--- config.mk ---
export PLATFORM = sky130hd
export DESIGN_NAME = frame_pattern_gen_flat
export DESIGN_NICKNAME = d
export VERILOG_FILES = /design/src/rtl/frame_pattern_gen_pkg.sv /design/src/rtl/frame_pattern_gen_if.sv /design/src/rtl/frame_pattern_gen_lut.sv /design/src/rtl/frame_pattern_gen.sv /design/src/flat_wrapper.sv
export SDC_FILE = /design/constraint.sdc
export NUM_CORES = 1
export LEC_CHECK = 0
export BUFFER_PORTS_ARGS = -buffer_cell sky130_fd_sc_hd__clkbuf_2
export CAP_MARGIN = 20
export CORE_MARGIN = 3
export CORE_UTILIZATION = 30
export CTS_CLUSTER_DIAMETER = 40
export DETAILED_ROUTE_END_ITERATION = 8
export GPL_ROUTABILITY_DRIVEN = 0
export SLEW_MARGIN = 20
export SYNTH_ARGS = -nofsm -noshare
export SYNTH_HDL_FRONTEND = slang
export SYNTH_HIERARCHICAL = 1
export SYNTH_SLANG_ARGS = --single-unit
--- constraint.sdc ---
create_clock -name i_clk -period 8.2 [get_ports i_clk]
set_clock_uncertainty 0.15 [all_clocks]
set_input_delay 0.41 -clock i_clk [delete_from_list [all_inputs] [get_ports i_clk]]
set_output_delay 0.41 -clock i_clk [all_outputs]
set_load 0.01 [all_outputs]
--- src/rtl/frame_pattern_gen_pkg.sv ---
// frame_pkg: shared types and constants for the frame pattern generator.
//   frame_state_t : raster FSM states (IDLE, ACTIVE, HBLANK, VBLANK)
//   PAT_*         : pattern select codes carried on i_pattern
//   BAR_*         : the eight 24-bit {r,g,b} colour-bar constants, left to right
//   bar_color()   : bar index -> colour
package frame_pkg;

  typedef enum logic [1:0] {
    ST_IDLE   = 2'd0,
    ST_ACTIVE = 2'd1,
    ST_HBLANK = 2'd2,
    ST_VBLANK = 2'd3
  } frame_state_t;

  localparam logic [1:0] PAT_SOLID = 2'd0;
  localparam logic [1:0] PAT_BARS  = 2'd1;
  localparam logic [1:0] PAT_GRAD  = 2'd2;
  localparam logic [1:0] PAT_CHECK = 2'd3;

  localparam logic [23:0] BAR_WHITE   = 24'hFFFFFF;
  localparam logic [23:0] BAR_YELLOW  = 24'hFFFF00;
  localparam logic [23:0] BAR_CYAN    = 24'h00FFFF;
  localparam logic [23:0] BAR_GREEN   = 24'h00FF00;
  localparam logic [23:0] BAR_MAGENTA = 24'hFF00FF;
  localparam logic [23:0] BAR_RED     = 24'hFF0000;
  localparam logic [23:0] BAR_BLUE    = 24'h0000FF;
  localparam logic [23:0] BAR_BLACK   = 24'h000000;

  function automatic logic [23:0] bar_color(input logic [2:0] idx);
    logic [23:0] c;
    case (idx)
      3'd0: c = BAR_WHITE;
      3'd1: c = BAR_YELLOW;
      3'd2: c = BAR_CYAN;
      3'd3: c = BAR_GREEN;
      3'd4: c = BAR_MAGENTA;
      3'd5: c = BAR_RED;
      3'd6: c = BAR_BLUE;
      default: c = BAR_BLACK;
    endcase
    return c;
  endfunction

endpackage

--- src/rtl/frame_pattern_gen_if.sv ---
// frame_pattern_gen_if: registered pixel stream from the pattern generator
// to the colour processing stage.
//   color_r/g/b      : pixel colour, 0 outside active video
//   valid            : active pixel present this cycle
//   start_frame_flag : one-cycle pulse with pixel (0,0)
//   end_frame_flag   : one-cycle pulse with the last active pixel
// Modports: master (generator side, drives), slave (consumer side).
interface frame_pattern_gen_if;

  logic [7:0] color_r;
  logic [7:0] color_g;
  logic [7:0] color_b;
  logic       valid;
  logic       start_frame_flag;
  logic       end_frame_flag;

  modport master (
    output color_r, color_g, color_b, valid, start_frame_flag, end_frame_flag
  );

  modport slave (
    input color_r, color_g, color_b, valid, start_frame_flag, end_frame_flag
  );

endinterface

--- src/rtl/frame_pattern_gen_lut.sv ---
// frame_pattern_lut: purely combinational pixel colour mapping.
//   pattern  : PAT_SOLID / PAT_BARS / PAT_GRAD / PAT_CHECK
//   bar_idx  : current colour bar (0..7), maintained incrementally by the caller
//   x        : low byte of the pattern column
//   y_b3     : bit 3 of the line number (the only line bit any pattern uses)
//   solid    : latched solid colour {r,g,b}
//   rgb      : resulting colour {r,g,b}
import frame_pkg::*;

module frame_pattern_lut (
  input  logic [1:0]  pattern,
  input  logic [2:0]  bar_idx,
  input  logic [7:0]  x,
  input  logic        y_b3,
  input  logic [23:0] solid,
  output logic [23:0] rgb
);

  always_comb begin
    rgb = '0;
    case (pattern)
      PAT_SOLID: rgb = solid;
      PAT_BARS:  rgb = bar_color(bar_idx);
      PAT_GRAD:  rgb = {x, x, x};
      PAT_CHECK: rgb = (x[3] ^ y_b3) ? 24'hFFFFFF : 24'h000000;
    endcase
  end

endmodule

--- src/rtl/frame_pattern_gen.sv ---
// frame_pattern_gen: synthetic raster frame source (solid, colour bars,
// gradient, checker) with programmable active size and blanking.
//   i_clk, i_rst        : clock, synchronous active-high reset
//   i_enable            : run request, sampled in IDLE and at the end of VBLANK
//   i_pattern           : pattern select, latched at every frame start
//   i_solid_r/g/b       : solid colour, latched at every frame start
//   pix (master)        : registered pixel stream with start/end frame flags
//   o_frame_cnt         : completed frames, wraps
// Optional build macro FRAME_GEN_MOTION_EN: the pattern scrolls horizontally
// by one column per frame (x = (h + offset) mod P_H_ACTIVE).
import frame_pkg::*;

module frame_pattern_gen #(
  parameter int P_H_ACTIVE = 640,
  parameter int P_V_ACTIVE = 480,
  parameter int P_H_BLANK  = 16,
  parameter int P_V_BLANK  = 4
) (
  input  logic        i_clk,
  input  logic        i_rst,
  input  logic        i_enable,
  input  logic [1:0]  i_pattern,
  input  logic [7:0]  i_solid_r,
  input  logic [7:0]  i_solid_g,
  input  logic [7:0]  i_solid_b,
  frame_pattern_gen_if.master pix,
  output logic [15:0] o_frame_cnt
);

  // h doubles as the blank-cycle index inside a VBLANK line, v as the blank
  // line index during VBLANK, so both are sized for the larger use.
  localparam int H_TOTAL = P_H_ACTIVE + P_H_BLANK;
  localparam int V_MAX   = (P_V_ACTIVE > P_V_BLANK) ? P_V_ACTIVE : P_V_BLANK;
  localparam int HCW     = ($clog2(H_TOTAL + 1) > 12) ? $clog2(H_TOTAL + 1) : 12;
  localparam int VCW     = ($clog2(V_MAX + 1) > 12) ? $clog2(V_MAX + 1) : 12;
  localparam int BAR_W   = P_H_ACTIVE / 8;
  localparam int PW      = (BAR_W > 1) ? $clog2(BAR_W) : 1;

  localparam logic [HCW-1:0] H_ACT_LAST = HCW'(P_H_ACTIVE - 1);
  localparam logic [HCW-1:0] H_BLK_LAST = HCW'(P_H_BLANK - 1);
  localparam logic [HCW-1:0] H_TOT_LAST = HCW'(H_TOTAL - 1);
  localparam logic [VCW-1:0] V_ACT_LAST = VCW'(P_V_ACTIVE - 1);
  localparam logic [VCW-1:0] V_BLK_LAST = VCW'(P_V_BLANK - 1);
  localparam logic [11:0]    X_LAST     = 12'(P_H_ACTIVE - 1);
  localparam logic [PW-1:0]  PH_LAST    = PW'(BAR_W - 1);

  frame_state_t   state_q, state_d;
  logic [HCW-1:0] h_q, h_d;
  logic [VCW-1:0] v_q, v_d;
  logic [11:0]    x_q, x_d;
  logic [2:0]     bar_idx_q, bar_idx_d;
  logic [PW-1:0]  bar_ph_q, bar_ph_d;
  logic [1:0]     pat_q;
  logic [23:0]    solid_q;
  logic           latch_inputs;
  logic           line_start;
  logic           frame_done;
  logic           first_pixel;
  logic [11:0]    line_x0;
  logic [2:0]     line_idx0;
  logic [PW-1:0]  line_ph0;
  logic [23:0]    rgb;

  assign frame_done  = (state_q == ST_ACTIVE) && (h_q == H_ACT_LAST) && (v_q == V_ACT_LAST);
  assign first_pixel = (state_q == ST_ACTIVE) && (h_q == '0) && (v_q == '0);

`ifdef FRAME_GEN_MOTION_EN
  logic [11:0]   offset_q;
  logic [2:0]    off_idx_q;
  logic [PW-1:0] off_ph_q;

  // Offset and its bar index/phase advance together so every line start can
  // reload the bar tracker without a divider.
  always_ff @(posedge i_clk) begin
    if (i_rst) begin
      offset_q  <= '0;
      off_idx_q <= '0;
      off_ph_q  <= '0;
    end else if (frame_done) begin
      offset_q <= (offset_q == X_LAST) ? 12'd0 : offset_q + 12'd1;
      if (off_ph_q == PH_LAST) begin
        off_ph_q  <= '0;
        off_idx_q <= off_idx_q + 3'd1;
      end else begin
        off_ph_q <= off_ph_q + PW'(1);
      end
    end
  end

  assign line_x0   = offset_q;
  assign line_idx0 = off_idx_q;
  assign line_ph0  = off_ph_q;
`else
  assign line_x0   = '0;
  assign line_idx0 = '0;
  assign line_ph0  = '0;
`endif

  // Next-state logic. The bar index/phase track x so that the index equals
  // x / BAR_W; because P_H_ACTIVE is exactly 8 bars wide, wrapping x from the
  // last column to 0 also wraps the 3-bit index from 7 to 0.
  always_comb begin
    state_d      = state_q;
    h_d          = h_q;
    v_d          = v_q;
    x_d          = x_q;
    bar_idx_d    = bar_idx_q;
    bar_ph_d     = bar_ph_q;
    latch_inputs = 1'b0;
    line_start   = 1'b0;

    case (state_q)
      ST_IDLE: begin
        if (i_enable) begin
          state_d      = ST_ACTIVE;
          h_d          = '0;
          v_d          = '0;
          latch_inputs = 1'b1;
          line_start   = 1'b1;
        end
      end
      ST_ACTIVE: begin
        if (h_q == H_ACT_LAST) begin
          state_d = ST_HBLANK;
          h_d     = '0;
        end else begin
          h_d = h_q + HCW'(1);
          x_d = (x_q == X_LAST) ? 12'd0 : x_q + 12'd1;
          if (bar_ph_q == PH_LAST) begin
            bar_ph_d  = '0;
            bar_idx_d = bar_idx_q + 3'd1;
          end else begin
            bar_ph_d = bar_ph_q + PW'(1);
          end
        end
      end
      ST_HBLANK: begin
        if (h_q == H_BLK_LAST) begin
          h_d = '0;
          if (v_q == V_ACT_LAST) begin
            state_d = ST_VBLANK;
            v_d     = '0;
          end else begin
            state_d    = ST_ACTIVE;
            v_d        = v_q + VCW'(1);
            line_start = 1'b1;
          end
        end else begin
          h_d = h_q + HCW'(1);
        end
      end
      ST_VBLANK: begin
        if (h_q == H_TOT_LAST) begin
          h_d = '0;
          if (v_q == V_BLK_LAST) begin
            v_d = '0;
            if (i_enable) begin
              state_d      = ST_ACTIVE;
              latch_inputs = 1'b1;
              line_start   = 1'b1;
            end else begin
              state_d = ST_IDLE;
            end
          end else begin
            v_d = v_q + VCW'(1);
          end
        end else begin
          h_d = h_q + HCW'(1);
        end
      end
    endcase

    if (line_start) begin
      x_d       = line_x0;
      bar_idx_d = line_idx0;
      bar_ph_d  = line_ph0;
    end
  end

  always_ff @(posedge i_clk) begin
    if (i_rst) begin
      state_q   <= ST_IDLE;
      h_q       <= '0;
      v_q       <= '0;
      x_q       <= '0;
      bar_idx_q <= '0;
      bar_ph_q  <= '0;
    end else begin
      state_q   <= state_d;
      h_q       <= h_d;
      v_q       <= v_d;
      x_q       <= x_d;
      bar_idx_q <= bar_idx_d;
      bar_ph_q  <= bar_ph_d;
    end
  end

  always_ff @(posedge i_clk) begin
    if (i_rst) begin
      pat_q   <= PAT_SOLID;
      solid_q <= '0;
    end else if (latch_inputs) begin
      pat_q   <= i_pattern;
      solid_q <= {i_solid_r, i_solid_g, i_solid_b};
    end
  end

  frame_pattern_lut u_lut (
    .pattern (pat_q),
    .bar_idx (bar_idx_q),
    .x       (x_q[7:0]),
    .y_b3    (v_q[3]),
    .solid   (solid_q),
    .rgb     (rgb)
  );

  // Outputs are registered from the current counter state, so the stream
  // lags the FSM by one cycle.
  always_ff @(posedge i_clk) begin
    if (i_rst) begin
      pix.valid            <= 1'b0;
      pix.color_r          <= '0;
      pix.color_g          <= '0;
      pix.color_b          <= '0;
      pix.start_frame_flag <= 1'b0;
      pix.end_frame_flag   <= 1'b0;
      o_frame_cnt          <= '0;
    end else begin
      pix.valid            <= (state_q == ST_ACTIVE);
      {pix.color_r, pix.color_g, pix.color_b} <= (state_q == ST_ACTIVE) ? rgb : 24'h0;
      pix.start_frame_flag <= first_pixel;
      pix.end_frame_flag   <= frame_done;
      if (frame_done) begin
        o_frame_cnt <= o_frame_cnt + 16'd1;
      end
    end
  end

endmodule

--- src/flat_wrapper.sv ---
// flat-port wrapper written by rule: the top's interface ports become plain ports
module frame_pattern_gen_flat 
#(
  parameter int P_H_ACTIVE = 640,
  parameter int P_V_ACTIVE = 480,
  parameter int P_H_BLANK  = 16,
  parameter int P_V_BLANK  = 4
)
  (i_clk, i_rst, i_enable, i_pattern, i_solid_r, i_solid_g, i_solid_b, o_frame_cnt, pix_color_r, pix_color_g, pix_color_b, pix_valid, pix_start_frame_flag, pix_end_frame_flag);
  frame_pattern_gen_if pix_i ();
  input  logic i_clk;
  input  logic i_rst;
  input  logic i_enable;
  input  logic [1:0] i_pattern;
  input  logic [7:0] i_solid_r;
  input  logic [7:0] i_solid_g;
  input  logic [7:0] i_solid_b;
  output logic [15:0] o_frame_cnt;
  output wire logic [$bits(pix_i.color_r)-1:0] pix_color_r;
  output wire logic [$bits(pix_i.color_g)-1:0] pix_color_g;
  output wire logic [$bits(pix_i.color_b)-1:0] pix_color_b;
  output wire logic [$bits(pix_i.valid)-1:0] pix_valid;
  output wire logic [$bits(pix_i.start_frame_flag)-1:0] pix_start_frame_flag;
  output wire logic [$bits(pix_i.end_frame_flag)-1:0] pix_end_frame_flag;
  assign pix_color_r = pix_i.color_r;
  assign pix_color_g = pix_i.color_g;
  assign pix_color_b = pix_i.color_b;
  assign pix_valid = pix_i.valid;
  assign pix_start_frame_flag = pix_i.start_frame_flag;
  assign pix_end_frame_flag = pix_i.end_frame_flag;
  frame_pattern_gen #(.P_H_ACTIVE(P_H_ACTIVE), .P_V_ACTIVE(P_V_ACTIVE), .P_H_BLANK(P_H_BLANK), .P_V_BLANK(P_V_BLANK)) u_core (.i_clk(i_clk), .i_rst(i_rst), .i_enable(i_enable), .i_pattern(i_pattern), .i_solid_r(i_solid_r), .i_solid_g(i_solid_g), .i_solid_b(i_solid_b), .pix(pix_i), .o_frame_cnt(o_frame_cnt));
endmodule
Word level (Yosys, flattened, before mapping)
Cells that the tools add are included.

storage, ports and cells
  bits of input ports = 29
  output and inout port bits = 43
  register bits after elaboration = 117
  word-level logic and storage cells = 94

cells by class
  equality and inequality tests = 24
  bitwise gates (word level) = 3
  muxes and demuxes = 30
  add/subtract/negate cells = 6
  reduce and logical (&&, ||, !) cells = 16

operators by type and width
  operator                                                                 count
  24-bit case mux with 7 select lines                                      1
  12-bit two-way mux                                                       9
  24-bit case mux with 4 select lines                                      1
  12-bit case mux with 4 select lines                                      1
  12-bit by 1-bit adder with 12-bit output, second input constant          3
  12-bit by 10-bit equality test with 1-bit output, second input constant  3
  12-bit case mux with 3 select lines                                      1
  12-bit zero test                                                         2
  24-bit two-way mux                                                       1
  16-bit by 1-bit adder with 16-bit output, second input constant          1
  12-bit by 2-bit equality test with 1-bit output, second input constant   1
  12-bit by 4-bit equality test with 1-bit output, second input constant   1
  12-bit by 9-bit equality test with 1-bit output, second input constant   1
  2-bit two-way mux                                                        6
  3-bit equality test, second input constant                               3
  2-bit equality test, second input constant                               4
  2-bit case mux with 4 select lines                                       1
  7-bit by 1-bit adder with 7-bit output, second input constant            1
  7-bit equality test, second input constant                               1
  7-bit two-way mux                                                        1
  3-bit by 2-bit equality test with 1-bit output, second input constant    2
  1-bit two-way mux                                                        6
  2-bit by 1-bit inequality test with 1-bit output, second input constant  3
  5-bit AND reduction                                                      1
  other kinds (16)                                                         24

Depth between registers and ports, before layout
Gate-level depths: netlist (run 1).

  depth after elaboration = 5
  mapped depth = 10
  depth with buffers taken out = 8

By module
Netlist (run 1), hierarchy kept.

by module, submodules not included
  module             instances  seq. area each (sq um)  area each (sq um)  cells an instance
  frame_pattern_gen  1          2342.2                  4919.7             579
  frame_pattern_lut  1          0.0                     498.0              79

Least setup slack after synthesis (run 1)
OpenSTA, ideal clock, no wires.

  path kind = register to register
  from = register u_core.h_q[0]
  to = register u_core.pat_q[1]
  setup slack = 5.556 ns
  setup time = 0.132 ns
  required time = 7.918 ns
  arrival = 2.362 ns
  period minus slack after synthesis = 2.644 ns
  cell stages (with the launch flop) = 10
  path buffers = 2
  cells stage by stage = dfxtp_1 ha_1 nand3_1 or4_1 o31a_1 or2_2 clkbuf_1 buf_2 nand2_1 a21oi_1

on the way
  word-level cells in the longest chain between the ends = 3

RTL lines
  item                                              RTL line                  RTL
  start, declared                                   frame_pattern_gen.sv:48   logic [HCW-1:0] h_q, h_d;
  start signal, assigned                            frame_pattern_gen.sv:183  h_q <= '0;
  start signal, assigned                            frame_pattern_gen.sv:190  h_q <= h_d;
  12-bit by 10-bit equality test with 1-bit output  frame_pattern_gen.sv:153  if (h_q == H_TOT_LAST) begin
  1-bit two-way mux                                 frame_pattern_gen.sv:153
  1-bit case mux with 2 select lines                frame_pattern_gen.sv:112  case (state_q)
  end signal, assigned                              frame_pattern_gen.sv:203  pat_q <= i_pattern;
  end, declared                                     frame_pattern_gen.sv:53   logic [1:0] pat_q;

Every way passes these cells.
A chain may end at the register's enable or synchronous reset.

Worst setup path after layout (run 1)
  from = register u_core.state_q[0]
  to = register u_core.o_frame_cnt[14]

on the way
  word-level cells in the longest chain between the ends = 3

RTL lines
  item                                            RTL line                  RTL
  start, declared                                 frame_pattern_gen.sv:47   frame_state_t state_q, state_d;
  start signal, assigned                          frame_pattern_gen.sv:189  state_q <= state_d;
  2-bit by 1-bit equality test with 1-bit output  frame_pattern_gen.sv:64   assign frame_done = (state_q == ST_ACTIVE) && (h_q == H_ACT_LAST) && (v_q == V_ACT_LAST);
  1-bit logical AND (2 in a row)                  frame_pattern_gen.sv:64
  end signal, assigned                            frame_pattern_gen.sv:234  o_frame_cnt <= o_frame_cnt + 16'd1;
  end, declared                                   frame_pattern_gen.sv:27   output logic [15:0] o_frame_cnt

Every way passes these cells.

==> results of run 1 <==
final cells by class:
cell class | count | area, um^2
repair buffers | 74 | 378
clock inverters | 11 | 149
inverters | 12 | 45.0
flip-flops and latches | 117 | 2340
fillers | 1797 | 10900
multi-input cells | 496 | 2910
clock buffers | 21 | 460
well taps | 225 | 282
per-layer routing:
metal | GRT usage, % | vias up | wire length, um | part of all wire, %
met3 | 3.82 | 11 | 678 | 5.1
li1 | - | 2445 | - | -
met2 | 21.5 | 105 | 6090 | 46
met1 | 17.8 | 2201 | 6380 | 48
met4 | 3.98 | 0 | 103 | 0.78
met5 | 0 | - | 0 | 0
synth_stat cells (all sizes together), types with 5 or more instances:
| cell type | n | area [um^2] |
|---|---|---|
| dfxtp | 117 | 2340 |
| nand2 | 88 | 333 |
| a21oi | 82 | 410 |
| nor2 | 56 | 213 |
| and3 | 37 | 231 |
| nand2b | 27 | 169 |
| nand3 | 26 | 130 |
| clkbuf | 25 | 93.8 |
| xor2 | 20 | 175 |
| o21ai | 18 | 90.1 |
| nand4 | 16 | 100 |
| ha | 12 | 150 |
| inv | 12 | 45.0 |
| o31ai | 12 | 131 |
| or3 | 11 | 68.8 |
| nor2b | 10 | 65.1 |
| nor3 | 10 | 50.1 |
| xnor2 | 10 | 87.6 |
| a31oi | 8 | 50.1 |
| buf | 8 | 45.0 |
| nor4 | 7 | 58.8 |
| or4 | 6 | 48.8 |
| and4 | 5 | 43.8 |
state kept, by name, indices dropped and copies added, names as in the netlist, 8 cells and up:
| signal | cells |
|---|---|
| u_core/o_frame_cnt | 16 |
| u_core/h_q | 12 |
| u_core/pix.color_r | 8 |
| u_core/pix.color_g | 8 |
| u_core/x_q | 12 |
| u_core/solid_q | 24 |
| u_core/v_q | 12 |
| u_core/pix.color_b | 8 |
worst max-delay path, stage by stage, from the launching register on:
cell and delay (ns):
dfxtp_1 0.40, ha_1 0.79, inv_1 0.26, nor4_4 0.38, nand2_2 0.16, or3_1 0.44, or3_1 0.39, a21oi_1 0.15
how the worst max path moves through the flow:
stage / from / end / slack [ns] / cells past startpoint
2_1_floorplan: u_core/h_q[0]$_SDFFE_PP0P_ / u_core/pat_q[1]$_SDFFE_PP0P_ / 5.56 / 9
3_3_place_gp: u_core/h_q[0]$_SDFFE_PP0P_ / u_core/solid_q[19]$_SDFFE_PP0P_ / 5.06 / 7
3_5_place_dp: u_core/h_q[0]$_SDFFE_PP0P_ / u_core/solid_q[23]$_SDFFE_PP0P_ / 5.01 / 7
4_1_cts: u_core/h_q[0]$_SDFFE_PP0P_ / u_core/solid_q[22]$_SDFFE_PP0P_ / 4.96 / 7
5_1_grt: u_core/state_q[0]$_SDFFE_PP0P_ / u_core/o_frame_cnt[14]$_SDFFE_PP0P_ / 4.69 / 7
6_report: u_core/state_q[0]$_SDFFE_PP0P_ / u_core/o_frame_cnt[14]$_SDFFE_PP0P_ / 5.00 / 7
logic make-up after synthesis:
family / count (synthesis)
buffers and inverters: 45
AO/OA/AOI/OAI: 140
AND/OR/NAND/NOR: 313
multiplexers: 1
adder cells (fa/ha/maj): 12
XOR/XNOR: 30
flip-flops: 117
metrics by stage:
stage          cells  instance area, um^2  power [mW]  hold WS (ns)
4_1_cts          956                 6550        1.86        0.0496
6_report         956                 6570        1.85        0.0713
2_1_floorplan    658                 5420       0.986         0.283
3_3_place_gp     924                 5940        1.10         0.294
5_1_grt          956                 6570        1.95        0.0593
3_5_place_dp     924                 5940        1.10         0.297
where the power goes:
group          internal [mW]  leakage (nW)  switching, mW  total, mW
registers              0.625         0.947         0.0375      0.662
logic                  0.144          1.31          0.286      0.429
clock network          0.495         0.290          0.263      0.758
==> metrics, run 1 <==
status=complete, no violations; vias=about 4800; largest net degree at the start of global routing=between 50 and 60; number of cells on the worst reg-to-reg path=7; # DRC=0; Setup crit end kind=register; Max Cap Viol=0; fin. max-slew vios=0; Worst Hold Depth=3; synth warn=6; layout cells sized above 1=between 10% and 20%; CTS sink count=around 120; final hold viol count=0; WP data required=8.38 ns; first-pass GRT wire length=between 20000 and 25000 um; min-delay src=i_solid_g[2]; initial DRC count=361; Core Rows=48; Worst Path Arrival=roughly 3.4 ns; Synth Area in Compound Gates=~16%; critical path fanouts, max=29; CTS tree=yes; R2R Path Start=u_core/state_q[0]$_SDFFE_PP0P_; clk buf depth=2; # resized after CTS=0; core area=around 17000 um^2; Post-Synth Simple-Gate Area=around 30%; Fin Setup TNS=0 ns; antenna-violating nets left=0; Post-CTS Hold Buffers=0; asr flop ratio synth=0%; Mapped Cells=about 660; Die Ht=about 140 um; Worst slew margin=between 30 and 40%; GRT Util Overall=a little over an eighth; post-layout util=37.6%; Avg Synthesized Cell Area=a little over 8 um^2; initial antenna violation count=0; Post-synth EDFFs=0; Mapped Area=about 5400 um^2; Clock transition at path regs=around 0.060 ns; final setup vio count=0; die outline width=approximately 140 um; #FFs+latches synth=between 100 and 150; total grt overflow=0; Tcrit/Tclk final=39.0%; Initial Util=31.0%; crit start category=register; Clock Latency Late Sink=around 0.41 ns; commonest non-fill, non-tap cells in the layout=dfxtp_1 (117), nand2_1 (87), a21oi_1 (82); CTS H-tree lvls=4; setup ws final=5.00 ns; post-layout min period=between 3 and 4 ns; number of detailed-route iterations in the first pass=4; antenna cells=0; Hold Path Sink=u_core/solid_q[10]$_SDFFE_PP0P_; Layout Area Growth over Synthesis=21.2%; Setup CP Type=register to register; die area=19700 um^2; Avg WL per Cell=between 10 and 15 um; f_max=~0.31 GHz; Seq/Total Area, Yosys=about 43%; # nets final=759; vias in the first global route=4412; R2R Setup Slk=5.00 ns; mux cell area share after synthesis=less than 1%; CTS root buffer=clkbuf_16; Hold Crit Class=input port to register; PD cells=between 200 and 300 nW/um^2; Vias/cell=between 4 and 5; synth unique cells=53; Synth Area in Adders=2.77%; leakage=between 2 and 3 nW; Mapped Nets=~700; cts bufs inserted=17; commonest non-fill, non-tap cell in the layout=dfxtp_1; final WL=around 13000 um; RSZ-0062 raised after global routing=no; io pins=72; xor and xnor area share after synthesis=just under 5%; largest family of logic cells by synthesized area=simple AND/OR/NAND/NOR gates; maximum vdd drop=between 0.00015 and 0.0002 V; top_reg_cell synth=dfxtp_1; Setup WS pre-CTS=about 5.0 ns; Final HPWL DP=a little under 9000 um; I/O Buffers=a little over 70; worst flop-to-flop path endpoint=u_core/o_frame_cnt[14]$_SDFFE_PP0P_; Worst-Margin Slew=roughly 0.95 ns; Post-CTS Setup Bufs=0
Note: power is estimated with default switching activity, not from simulation.
==> inputs of run 2 (changes only) <==
--- a/config.mk
+++ b/config.mk
@@ -5,6 +5,7 @@
 export SDC_FILE = /design/constraint.sdc
 export NUM_CORES = 1
 export LEC_CHECK = 0
+export ABC_AREA = 1
 export BUFFER_PORTS_ARGS = -buffer_cell sky130_fd_sc_hd__clkbuf_2
 export CAP_MARGIN = 20
 export CORE_MARGIN = 3
==> constraint.sdc (replaced) <==
create_clock -name i_clk -period 2.76 [get_ports i_clk]
set_clock_uncertainty 0.15 [all_clocks]
set_input_delay 0.138 -clock i_clk [delete_from_list [all_inputs] [get_ports i_clk]]
set_output_delay 0.138 -clock i_clk [all_outputs]
set_load 0.01 [all_outputs]
==> run 2 against run 1 <==
  * Worst setup slack worse by 4.6 ns
  * Non-clock buffer count is 31 higher
  * Sequential share of layout area is 5.1 points lower
  * Global-route usage is 0.89 points higher
  * Critical path depth is 1 higher
  * Power grew to 3.4 times the previous value
  * Sequential power grew to 3.3 times the previous value
==> metrics, run 2 <==
Worst-Margin Slew=0.895 ns (-0.0514 ns); Worst Hold Depth=5 (+2); top flop regs=u_core/solid_q (24), u_core/o_frame_cnt (16); antenna-violating nets left=0 (unchanged); #FFs+latches synth=117 (unchanged); first-pass GRT wire length=26400 um (+21%); synth warn=6 (unchanged); Vias/cell=4.65 (-6.7%); io pins=72 (unchanged); cts bufs inserted=17 (unchanged); asr flop ratio synth=0% (unchanged); Setup CP Type=register to register; Clk pwr share=34.6% (-6.4 points); largest net degree at the start of global routing=53 (-7.0%); Fillers=2184 (+22%); initial antenna violation count=0 (unchanged); Comb power frac=30.8% (+7.6 points); cell with the most instances after synthesis=nand2_1; min-delay src=i_enable; critical path fanouts, max=13 (-55%); initial DRC count=399 (+11%); non-filler cells, final=1329 (+39%); I/O Buffers=71 (unchanged); Clock Latency Late Sink=0.42 ns (about the same); final hold viol count=0 (unchanged); R2R Path Start=u_core/state_q[0]$_SDFFE_PP0P_; CP max stage delay=0.38 ns (-0.41 ns); clk buf depth=2 (unchanged); crit start category=register; CP delay by family, top=simple AND/OR/NAND/NOR gates; Sw Pwr=2.47 mW (+320%); number of detailed-route iterations in the first pass=5 (+1); Post-CTS Setup Bufs=0 (unchanged); maximum vdd drop=0.000593 V (+250%); R2R Setup Slk=0.38 ns (-4.63 ns); Top reg by flops=u_core/solid_q; die area=22600 um^2 (+15%); fin. max-slew vios=0 (unchanged); layout cells sized above 1=12.0% (-4.1 points); status=complete, no violations; Seq/Total Area, Yosys=37.5% (-5.7 points); PD cells=820 nW/um^2 (+190%); Avg WL per Cell=11.9 um (-14%); Yosys top cell by area=dfxtp_1; RSZ-0062 raised after global routing=no; die outline width=150 um (+7.0%); Slowest-stage cell, CP=dfxtp_1; Fin Setup TNS=0 ns (unchanged); CTS H-tree lvls=4 (unchanged); Worst Path Arrival=2.55 ns (-0.83 ns); Hold Path Sink=u_core/h_q[4]$_SDFFE_PP0P_; Mapped Area=6240 um^2 (+15%); # DRC=0 (unchanged); Mapped Nets=999 (+43%); Avg Synthesized Cell Area=6.52 um^2 (-21%); CTS sink count=117 (unchanged); Clock transition at path regs=0.06 ns (about the same); most common library cells after synthesis=nand2_1 (238), nor2_1 (149), inv_1 (123), dfxtp_1 (117), nand3_1 (78); Initial Util=30.7% (-0.34 points); final WL=15900 um (+20%); placed instance count=1270 (+37%); Die Ht=150 um (+7.0%); top_reg_cell synth=dfxtp_1; commonest non-fill, non-tap cells in the layout=nand2_1 (238), nor2_1 (149), inv_1 (123); synth unique cells=35 (-34%); Pint=3.81 mW (+200%); core area=20400 um^2 (+17%); Mapped Cells=958 (+46%); CTS tree=yes; Layout Area Growth over Synthesis=22.7%; # nets final=1087 (+43%); synth top area cells=dfxtp_1 (38%), nand2_1 (14%), nor2_1 (9.0%); Tcrit/Tclk final=86.3% (+47 points); f_max=0.420 GHz (+34%); Final Cell Area=7660 um^2 (+17%); antenna cells=0 (unchanged); GRT Util Overall=14.4% (+0.89 points); Seq pwr share=34.7% (-1.1 points); Hold Crit Class=input port to register; number of cells on the worst reg-to-reg path=8 (+1); post-layout min period=2.38 ns (-0.814 ns); Setup crit end kind=register; total grt overflow=0 (unchanged); vias=6177 (+30%); DP Area=6800 um^2 (+14%); worst path bufs/invs=2 (+1); worst path cell trace=inv_1 > ha_1 > inv_1 > nor2_1 > a31oi_1 > nand3_1 > a31oi_1 > nor2_1; worst flop-to-flop path endpoint=u_core/v_q[10]$_SDFFE_PP0P_; max reg flops=24 (unchanged); # resized after CTS=0 (unchanged); leakage=3.25 nW (+27%); commonest non-fill, non-tap cell in the layout=nand2_1; CTS root buffer=clkbuf_16; Sw Share=39.3% (+7.6 points); Max Cap Viol=0 (unchanged); WP data required=2.92 ns (-5.46 ns); post-synth top area share=37.5% (-5.7 points); Final HPWL DP=10800 um (+22%); vias in the first global route=5495 (+25%); Core Rows=52 (+8.3%); Post-synth EDFFs=0 (unchanged); CP Depth=8 (+1); Worst slew margin=40.3% (+3.4 points); final setup vio count=0 (unchanged)
run 2: worst max path at each step:
stage | start | to | slack, ns
after detailed placement | u_core/state_q[1]$_SDFFE_PP0P_ | u_core/x_q[10]$_SDFFE_PP0P_ | 0.40
final | u_core/state_q[0]$_SDFFE_PP0P_ | u_core/v_q[10]$_SDFFE_PP0P_ | 0.38
after global routing | u_core/state_q[1]$_SDFFE_PP0P_ | u_core/x_q[1]$_SDFFE_PP0P_ | 0.13
after floorplan | u_core/h_q[1]$_SDFFE_PP0P_ | u_core/o_frame_cnt[2]$_SDFFE_PP0P_ | 0.95
after CTS | u_core/state_q[0]$_SDFFE_PP0P_ | u_core/v_q[8]$_SDFFE_PP0P_ | 0.39
after global placement | u_core/state_q[0]$_SDFFE_PP0P_ | u_core/v_q[10]$_SDFFE_PP0P_ | 0.43
run 2: final cells by class:
class | instances | area (um^2) | area share (%)
Sequential cell | 117 | 2340 | 30.6
Multi-Input combinational cell | 678 | 3230 | 42.2
Clock buffer | 17 | 425 | 5.55
Clock inverter | 15 | 166 | 2.17
Inverter | 127 | 477 | 6.22
Tap cell | 270 | 338 | 4.41
Timing Repair Buffer | 105 | 678 | 8.85
run 2: worst reg2reg max path, stage by stage (launching register included):
cell,delay [ns]
dfxtp_1,0.38
inv_1,0.12
ha_1,0.28
inv_1,0.37
nor2_1,0.12
a31oi_1,0.20
nand3_1,0.34
a31oi_1,0.27
nor2_1,0.06
run 2: cell families (layout without fill, tap and decap cells):
| family | Yosys count | after routing | synth area share [%] |
|---|---|---|---|
| DFF | 117 | 117 | 37.5 |
| AOI/OAI and AO/OA | 111 | 111 | 9.34 |
| adders and majority gates | 12 | 12 | 2.40 |
| and+or+nand+nor | 532 | 532 | 36.7 |
| xor gates and xnor gates | 23 | 23 | 3.23 |
| buffers and inverters | 163 | 264 | 10.8 |
run 2: power groups by stage:
| stage | registers (mW) | logic, mW | clock network (mW) |
|---|---|---|---|
| after floorplan | 2.15 | 1.53 | 0 |
| after global placement | 2.20 | 1.89 | 0 |
| after detailed placement | 2.21 | 1.90 | 0 |
| after CTS | 2.17 | 1.94 | 2.24 |
| after global routing | 2.21 | 2.24 | 2.31 |
| final | 2.18 | 1.93 | 2.17 |
run 2: routing by layer:
metal	share of wire [%]	GRT usage, %	vias to the layer above
met4	2.1	6.13	0
met3	4.0	3.31	27
met1	48	19.3	2800
met5	0	0	-
met2	46	22.0	120
li1	-	-	3230
run 2: per-stage QoR:
step                      utilization (%)  power [mW]  worst slack, ns  hold WS [ns]
after floorplan                         -        3.68            0.950         0.105
after detailed placement             33.4        4.10            0.397         0.308
final                                37.6        6.28            0.377        0.0825
after global routing                 37.6        6.75            0.133        0.0958
after CTS                            37.6        6.35            0.391        0.0600
after global placement               33.4        4.09            0.435         0.305
run 2: repair_timing:
| action | 4_1_cts | 5_1_grt |
|---|---|---|
| endpoints found under the hold margin | 40 | 0 |
| setup endpoints to repair | 0 | 0 |
| hold buffers | 27 | 0 |
==> inputs of run 3 (changes only) <==
--- a/config.mk
+++ b/config.mk
@@ -16,5 +16,4 @@
 export SLEW_MARGIN = 20
 export SYNTH_ARGS = -nofsm -noshare
 export SYNTH_HDL_FRONTEND = slang
-export SYNTH_HIERARCHICAL = 1
 export SYNTH_SLANG_ARGS = --single-unit
==> run 3 against run 2 <==
  * Clock-buffer cell count stayed put
  * Die area is 1.2% higher
  * Synthesized cell count is 1.7% lower
  * Critical path depth is 1 higher
  * Cell count is 1.2% lower
  * Synthesized area is 1.2% higher
  * Register-to-register slack better by 0.18 ns
  * Global-route usage is 0.13 points higher
  * Sequential share of layout area is 0.37 points lower
==> metrics, run 3 <==
worst path bufs/invs=2 (unchanged); largest net degree at the start of global routing=53 (unchanged); GRT Util Overall=14.5% (+0.13 points); total grt overflow=0 (unchanged); vias=6188 (+0.18%); Die Ht=151 um (+0.60%); placed instance count=1254 (-1.3%); Synth Area in Adders=3.37% (+0.96 points); xor and xnor area share after synthesis=3.46% (+0.24 points); Hold Crit Class=input port to register; vias in the first global route=5581 (+1.6%); cell with the most instances after synthesis=nand2_1; final hold viol count=0 (unchanged); antenna-violating nets left=0 (unchanged); multi-input combinational cell area=3250 um^2 (+0.58%); commonest non-fill, non-tap cell in the layout=nand2_1; Core Rows=52 (unchanged); asr flop ratio synth=0% (unchanged); Fillers=2149 (-1.6%); top_reg_cell synth=dfxtp_1; critical path fanouts, max=18 (+5); Initial Util=30.8% (+0.18 points); status=complete, no violations; number of detailed-route iterations in the first pass=5 (unchanged); io pins=72 (unchanged); fin. max-slew vios=0 (unchanged); Final Cell Area=7750 um^2 (+1.2%); Setup CP Type=register to register; CP delay by family, top=simple AND/OR/NAND/NOR gates; CTS root buffer=clkbuf_16; final WL=16200 um (+2.1%); first-pass GRT wire length=26700 um (+1.4%); Final HPWL DP=11300 um (+4.7%); Mapped Area=6320 um^2 (+1.2%); die area=22800 um^2 (+1.2%); top flop regs=u_core.solid_q (24), u_core.o_frame_cnt (16); largest family of logic cells by synthesized area=simple AND/OR/NAND/NOR gates; post-synth top area share=37.1% (-0.46 points); RSZ-0062 raised after global routing=no; Avg Synthesized Cell Area=6.71 um^2 (+3.0%); clk buf depth=2 (unchanged); Post-CTS Setup Bufs=0 (unchanged); Worst slew margin=46.6% (+6.3 points); worst path cell trace=ha_1 > nand3_2 > inv_2 > nand3_2 > nor2_2 > nand3_2 > clkinv_2 > o21ai_0 > a21oi_1; #FFs+latches synth=117 (unchanged); synth warn=0 (-6); FF/Latch Area=2340 um^2 (unchanged); Yosys top cell by area=dfxtp_1; CTS tree=yes; WHS=0.126 ns (+0.0430 ns); Clock Latency Late Sink=0.42 ns (about the same); non-filler cells, final=1313 (-1.2%); cts bufs inserted=17 (unchanged); WP data required=2.97 ns (+0.05 ns); final setup vio count=0 (unchanged); Worst-Margin Slew=0.796 ns (-0.0990 ns); layout cells sized above 1=13.0% (+1.0 points); Post-synth EDFFs=0 (unchanged); Max Cap Viol=0 (unchanged); synth top area cells=dfxtp_1 (37%), nand2_1 (13%), a21oi_1 (7.9%); most common library cells after synthesis=nand2_1 (214), inv_1 (124), dfxtp_1 (117), nor2_1 (105), a21oi_1 (100); die outline width=151 um (+0.60%); leakage=3.36 nW (+3.6%); Mapped Cells=942 (-1.7%); Setup WS pre-CTS=0.554 ns (+0.158 ns); crit start category=register; max reg flops=24 (unchanged); Top reg by flops=u_core.solid_q; Layout Area Growth over Synthesis=22.6% (about the same); Mapped Nets=988 (-1.1%); CTS H-tree lvls=4 (unchanged); Tcrit/Tclk final=79.9% (-6.4 points); maximum vdd drop=0.000445 V (-25%); Post-Synth Simple-Gate Area=30.8% (-5.9 points); antenna cells=0 (unchanged); core area=20500 um^2 (+0.64%); I/O Buffers=71 (unchanged); DP Area=6890 um^2 (+1.4%); f_max=0.453 GHz (+8.0%); CP max stage delay=0.39 ns (about the same); initial DRC count=350 (-12%); # nets final=1076 (-1.0%); Fin Setup TNS=0 ns (unchanged); Avg WL per Cell=12.3 um (+3.3%); commonest non-fill, non-tap cells in the layout=nand2_1 (214), inv_1 (124), dfxtp_1 (117); CTS sink count=117 (unchanged); Clock transition at path regs=0.06 ns (about the same); Vias/cell=4.71 (+1.4%); initial antenna violation count=0 (unchanged); mux cell area share after synthesis=0% (unchanged); post-layout min period=2.21 ns (-0.177 ns); Synth Area in Compound Gates=13.8% (+4.5 points); # DRC=0 (unchanged); synth unique cells=38 (+8.6%); PD cells=833 nW/um^2 (+1.7%); most used cell, CP=nand3_2; Worst Path Arrival=2.42 ns (-0.13 ns); Seq/Total Area, Yosys=37.1% (-0.46 points); setup ws final=0.554 ns (+0.177 ns); Setup crit end kind=register; Slowest-stage cell, CP=dfxtp_1
## run 3: timing repair
action	in CTS	in global routing
setup endpoints to repair	0	0
hold buffers	27	0
hold endpoints to repair	29	0
resized for setup	0	0
## run 3: cell families (layout without fill, tap and decap cells)
group / Yosys count / in the layout
buffers and inverters: 173 / 274
DFF: 117 / 117
adders and majority gates: 17 / 17
and+or+nand+nor: 451 / 451
AOI/OAI and AO/OA: 159 / 159
xor gates and xnor gates: 25 / 25
## run 3: through the flow
step | power, mW | util, %
6_report | 6.46 | 37.8
3_3_place_gp | 4.22 | 33.6
5_1_grt | 6.88 | 37.8
2_1_floorplan | 3.68 | -
3_5_place_dp | 4.24 | 33.6
4_1_cts | 6.50 | 37.8
## run 3: worst reg2reg max path, cell delays in order, from the launching register on
cell and delay [ns]:
dfxtp_1 0.39, ha_1 0.26, nand3_2 0.12, inv_2 0.11
nand3_2 0.10, nor2_2 0.11, nand3_2 0.31, clkinv_2 0.32
o21ai_0 0.15, a21oi_1 0.13
## run 3: worst paths after layout
check,start,end,slack [ns],depth (start not counted)
min,i_enable,u_core.state_q[0]$_SDFFE_PP0P_,0.13,7
max,u_core.h_q[1]$_SDFFE_PP0N_,u_core.o_frame_cnt[9]$_SDFFE_PP0P_,0.55,9
max reg2reg,u_core.h_q[1]$_SDFFE_PP0N_,u_core.o_frame_cnt[9]$_SDFFE_PP0P_,0.55,9
min reg2reg,u_core.v_q[11]$_SDFFE_PP0P_,u_core.v_q[11]$_SDFFE_PP0P_,0.32,2
## run 3: per-layer routing
layer  GRT usage [%]  vias up  routed length, um
li1                -     3204                  -
met2            21.5      133               7220
met4            5.49        0                317
met3            3.71       28                781
met1            20.2     2823               7860
met5               0        -                  0
## run 3: layout make-up
type,instances,area share [%]
clock buffers,17,5.49
clock inverters,15,2.13
inverters,134,6.51
multi-input cells,652,41.9
flip-flops and latches,117,30.2
well taps,270,4.36
repair buffers,108,9.36
## run 3: report_power, final
group          switching (mW)  internal, mW  total (mW)  leakage [nW]
sequential              0.190          1.96        2.15         0.950
combinational            1.41         0.685        2.09          2.12
clock                   0.872          1.35        2.22         0.290
